[src/rtl/board_pkg.sv]
// Board-level constants shared by the switch debouncer and its channels.
package board_pkg;

  localparam int NUM_SWITCHES            = 4;
  localparam int DEBOUNCE_CYCLES_DEFAULT = 250000;

  // The counter must be able to hold 0..cycles without wrapping.
  function automatic int cnt_width(input int cycles);
    return $clog2(cycles + 1);
  endfunction

endpackage

[src/rtl/switch_debouncer_channel.sv]
// One debounced switch: 2-flop synchronizer, stability counter, level, edge pulses, toggle.
module debounce_channel
  import board_pkg::*;
#(
  parameter int DEBOUNCE_CYCLES = DEBOUNCE_CYCLES_DEFAULT
) (
  input  logic i_Clk,
  input  logic i_Rst_n,
  input  logic i_Switch,
  output logic o_Switch,
  output logic o_Press,
  output logic o_Release,
  output logic o_Toggle
);

  localparam int               CNT_W    = cnt_width(DEBOUNCE_CYCLES);
  localparam logic [CNT_W-1:0] CNT_LAST = CNT_W'(DEBOUNCE_CYCLES - 1);

  logic             r_Sync_p0;
  logic             r_Sync_p1;
  logic [CNT_W-1:0] r_Count;
  logic             r_Level;
  logic             r_Press;
  logic             r_Release;
  logic             r_Toggle;

  always_ff @(posedge i_Clk or negedge i_Rst_n) begin
    if (!i_Rst_n) begin
      r_Sync_p0 <= 1'b0;
      r_Sync_p1 <= 1'b0;
      r_Count   <= '0;
      r_Level   <= 1'b0;
      r_Press   <= 1'b0;
      r_Release <= 1'b0;
      r_Toggle  <= 1'b0;
    end else begin
      // stage p0/p1: metastability guard on the raw pin
      r_Sync_p0 <= i_Switch;
      r_Sync_p1 <= r_Sync_p0;
      r_Press   <= 1'b0;
      r_Release <= 1'b0;
      // commit on the cycle the count would reach DEBOUNCE_CYCLES, so it never exceeds it
      if (r_Sync_p1 == r_Level) begin
        r_Count <= '0;
      end else if (r_Count == CNT_LAST) begin
        r_Count   <= '0;
        r_Level   <= r_Sync_p1;
        r_Press   <= r_Sync_p1;
        r_Release <= ~r_Sync_p1;
        if (r_Sync_p1) r_Toggle <= ~r_Toggle;
      end else begin
        r_Count <= r_Count + CNT_W'(1);
      end
    end
  end

  assign o_Switch  = r_Level;
  assign o_Press   = r_Press;
  assign o_Release = r_Release;
  assign o_Toggle  = r_Toggle;

endmodule

[src/rtl/switch_debouncer.sv]
// Four independent debounced board switches with press/release pulses and toggle levels.
module switch_debouncer
  import board_pkg::*;
#(
  parameter int DEBOUNCE_CYCLES = DEBOUNCE_CYCLES_DEFAULT
) (
  input  logic                    i_Clk,
  input  logic                    i_Rst_n,
  input  logic [NUM_SWITCHES-1:0] i_Switch,
  output logic [NUM_SWITCHES-1:0] o_Switch,
  output logic [NUM_SWITCHES-1:0] o_Press,
  output logic [NUM_SWITCHES-1:0] o_Release,
  output logic [NUM_SWITCHES-1:0] o_Toggle
);

  for (genvar g = 0; g < NUM_SWITCHES; g++) begin : g_chan
    debounce_channel #(
      .DEBOUNCE_CYCLES (DEBOUNCE_CYCLES)
    ) u_chan (
      .i_Clk     (i_Clk),
      .i_Rst_n   (i_Rst_n),
      .i_Switch  (i_Switch[g]),
      .o_Switch  (o_Switch[g]),
      .o_Press   (o_Press[g]),
      .o_Release (o_Release[g]),
      .o_Toggle  (o_Toggle[g])
    );
  end

endmodule
[config.mk]
export PLATFORM = sky130hd
export DESIGN_NAME = switch_debouncer
export DESIGN_NICKNAME = d
export VERILOG_FILES = /design/src/rtl/board_pkg.sv /design/src/rtl/switch_debouncer_channel.sv /design/src/rtl/switch_debouncer.sv
export SDC_FILE = /design/constraint.sdc
export NUM_CORES = 1
export LEC_CHECK = 0
export ABC_AREA = 1
export CAP_MARGIN = 0
export CORE_UTILIZATION = 52
export CTS_BUF_LIST = sky130_fd_sc_hd__clkbuf_16
export DETAILED_ROUTE_END_ITERATION = 7
export PLACE_DENSITY = 0.78
export RECOVER_POWER = 25
export SKIP_CTS_REPAIR_TIMING = 1
export SYNTH_ARGS = -nofsm -noshare
export SYNTH_HDL_FRONTEND = slang
export SYNTH_HIERARCHICAL = 1
export SYNTH_SLANG_ARGS = --single-unit
export TNS_END_PERCENT = 5
[constraint.sdc]
create_clock -name i_Clk -period 3.3 [get_ports i_Clk]
set_input_delay 0.99 -clock i_Clk [delete_from_list [all_inputs] [get_ports i_Clk]]
set_output_delay 0.99 -clock i_Clk [all_outputs]
set_load 0.05 [all_outputs]
==> results.txt <==
The via count of the first global-routing pass is 3,795. In this run the power spent charging and discharging nets is 483 µW. For this block, the via count after detailed routing is 3,852. In the final routed layout, each cell accounts on average for 12.2 µm. Leaving out fill and tap cells, the most frequent cell in the layout is nor2_1.

Total buffers and inverters traversed by the critical path: 1. The simple-gate portion of the synthesized area was 0.354. The post-detailed-route DRC marker count was 0. The minimum period implied by the final worst setup slack was 2.48 ns; the area added between synthesis and finish was 13.1%. The first detailed-routing pass ran for 4 iterations. The number of buffers created by CTS came out at 9. The number of antenna violations at the first check in global routing was 0; the multiplexer share of the synthesized area was 0. The antenna cell count was 0; the count of final setup violators was 0. On the final layout, the worst clock skew is 0.00781 ns. Clock-pin slew was measured on the worst setup and hold paths at 0.07 ns.

The clock tree synthesis step divided the H-tree into 3 levels. Portion of the post-synthesis area used by sequential elements: 0.478. The flow ran to the end, and the final reports show no timing, DRC or antenna violations. The number of nets in the synthesized netlist was 614; the number of max-cap violations was 0. In this run the worst path has a maximum fanout of 2.

Dividing total power by cell area gives a power density of 400 nW/µm². Clock tree synthesis found a total of 96 sinks. The cell count after synthesis came out at 600. The part of the cycle the worst path needs came out at 0.751.

Placeable core region: 9280 µm². STA classifies the critical path endpoint as an output port. Leaving out fill and tap cells, the most frequent cells in the layout are nor2_1, nand2_1, dfrtp_1.

The initial core utilization is 0.542, and the total die area is 10,100 µm². The sequential power share was 0.531. Dividing the detail-routed via count by the number of cells gives 5.05. The leakage dissipation was 0.00243 µW. The number of max-slew violations in the final report came out at 0.

The mapped netlist covers 5030 µm². Final hold analysis gives a worst-case slack of 0.348 ns. The tools report the worst path required time as 2.31 ns. The tools report the critical path arrival as 1.49 ns. For the worst ir drop on vdd, the log shows 0.263 mV. The worst setup path is of the reg -> out kind. The logs give 161 for the number of DRC markers in iteration 0 and 6 for the number of warnings printed during yosys synthesis. The pin count of the biggest net entering global routing is 45.

The signal on the critical path passes through clkdlybuf4s50_1. The vertical extent of the die was 100 µm. In this run the worst hold path is classified as reg -> reg.

Share of layout cells above drive strength 1: 0.131. The synthesized-area fraction occupied by xor and xnor cells works out to 0.0697. Dominant combinational cell family by area after synthesis: simple AND/OR/NAND/NOR gates. Area used by multi-input combinational logic: 2360 µm². In the final layout, flip-flops and latches occupy 2400 µm². The residual antenna-violating net count after detailed routing is 0, and the die outline width is 100 µm. First-pass GRT wire length: 16.8 mm. The critical path launch point type was a flop. Timing would allow up to 0.403 GHz.

Tightest slew margin relative to the limit: 0.265. The root buffer cell chosen for the clock tree is clkbuf_16. The adder-cell area share of the yosys netlist works out to 0.0199. For the number of unique standard cell types used by synthesis, the log shows 24. The share of total power in combinational logic is 0.035, and the number of buffers inserted by port buffering is 21.

The gate family responsible for the most delay along the worst path was buffers and inverters. The share of the synthesized area in compound gates (AO/OA/AOI/OAI) came out at 0.0249. Once detailed placement completed, the half-perimeter wirelength came to 6.76 mm. The run gives 35 as the standard-cell row count. The top-level I/O count was 22; the switching part of the total was 0.213. TritonCTS built the clock tree. In the final timing run, aggregate negative setup slack is 0 ns. The number of filler instances in the final layout came out at 807. At the later pin of the worst-skew pair, clock insertion delay measures 0.33 ns. Library cell contributing the largest single delay on the critical path: clkdlybuf4s50_1. Summed over all layers, the routed wires come to 9.29 mm. The combined global-route utilization of all metal layers was 0.209.

In this design, the stage delay of the slowest critical-path cell is 0.81 ns. After global routing the overflow that remains totals 0. In the final design database the tool counted 644 nets. The internal portion of the total power is 1790 µW.

For the pin with the worst max-slew slack, the measured transition is 1.10 ns. Portion of total power attributed to the clock network: 0.435. The count of final hold-check violations was 0; the global placer's final weighted congestion was 0.896.

After synthesis the netlist holds a flip-flop and latch count of 96. Setup repair after global routing left no endpoint under its margin. After synthesis, the mean cell area works out to 8.38 µm². The maximum root-to-sink buffer count is 2.
-- cell families after synthesis --
group           Yosys count
simple gates            364
flops                    96
buf+inv                  72
xor+xnor                 40
compound gates           20
fa+ha+maj                 8
-- sequential cells by signal, indices dropped and copies added, names as in the netlist --
name,flops
g_chan.u_chan/o_Switch,4
g_chan.u_chan/r_Sync_p0,4
g_chan.u_chan/o_Press,4
g_chan.u_chan/o_Release,4
g_chan.u_chan/o_Toggle,4
g_chan.u_chan/r_Sync_p1,4
g_chan.u_chan/r_Count,72
-- worst paths after layout --
| kind | startpoint | endpoint | slack [ns] | depth (start not counted) |
|---|---|---|---|---|
| worst min-delay path | g_chan[1].u_chan/r_Sync_p0$_DFF_PN0_ | g_chan[1].u_chan/r_Sync_p1$_DFF_PN0_ | 0.35 | 0 |
| worst max register to register | g_chan[1].u_chan/r_Count[0]$_DFF_PN0_ | g_chan[1].u_chan/r_Count[12]$_DFF_PN0_ | 1.84 | 6 |
| max in group asynchronous | i_Rst_n | g_chan[3].u_chan/r_Sync_p1$_DFF_PN0_ | 1.61 | 2 |
| min in group asynchronous | i_Rst_n | g_chan[3].u_chan/r_Count[17]$_DFF_PN0_ | 0.86 | 1 |
| worst max-delay path | g_chan[0].u_chan/o_Toggle$_DFFE_PN0P_ | o_Toggle[0] | 0.82 | 1 |
| worst min register to register | g_chan[1].u_chan/r_Sync_p0$_DFF_PN0_ | g_chan[1].u_chan/r_Sync_p1$_DFF_PN0_ | 0.35 | 0 |
-- power groups by stage --
stage	Combinational, µW	Clock [µW]	Sequential (µW)
3_3_place_gp	79.2	0	1230
6_report	79.2	988	1210
3_5_place_dp	82.8	0	1230
2_1_floorplan	37.9	0	1220
4_1_cts	83.4	1010	1210
5_1_grt	93.8	1050	1210
-- layer usage --
layer / share of wire / global-route usage / vias to the layer above
met4: 0.019 / 0.0803 / 0
met5: 0 / 0 / -
met3: 0.027 / 0.0299 / 16
met1: 0.47 / 0.268 / 1836
li1: - / - / 1940
met2: 0.49 / 0.357 / 60
-- final cells by class --
cell class | count | share of cell area
Timing Repair Buffer | 23 | 0.0409
Clock buffer | 9 | 0.0396
Sequential cell | 96 | 0.422
Multi-Input combinational cell | 432 | 0.414
Clock inverter | 6 | 0.00946
Inverter | 68 | 0.0449
Tap cell | 129 | 0.0284
-- through the flow --
stage               utilization  setup slack (ns)  cells  power (µW)  instance area (µm²)
CTS                       0.613             0.803    763        2300                 5690
global route              0.613             0.770    763        2350                 5690
detailed placement        0.583              1.17    748        1310                 5410
finish                    0.613             0.821    763        2270                 5690
global placement          0.583              1.19    748        1310                 5410
floorplan                     -              1.56    600        1260                 5030
-- Yosys cell counts (all sizes together) --
| cell type | instances | area share |
|---|---|---|
| nand3b | 4 | 0.0060 |
| xnor2 | 12 | 0.021 |
| nor3 | 8 | 0.0080 |
| nor2 | 160 | 0.15 |
| dfrtp | 96 | 0.48 |
| nand3 | 60 | 0.068 |
| xor2 | 28 | 0.049 |
| a21oi | 12 | 0.015 |
| nor3b | 4 | 0.0060 |
| nand2 | 116 | 0.10 |
| clkinv | 4 | 0.0030 |
| nand4 | 12 | 0.015 |
| o21ai | 4 | 0.0040 |
| o21bai | 4 | 0.0060 |
| ha | 8 | 0.020 |
| inv | 64 | 0.048 |
| clkbuf | 4 | 0.0030 |
(Power assumes the default switching activity.)
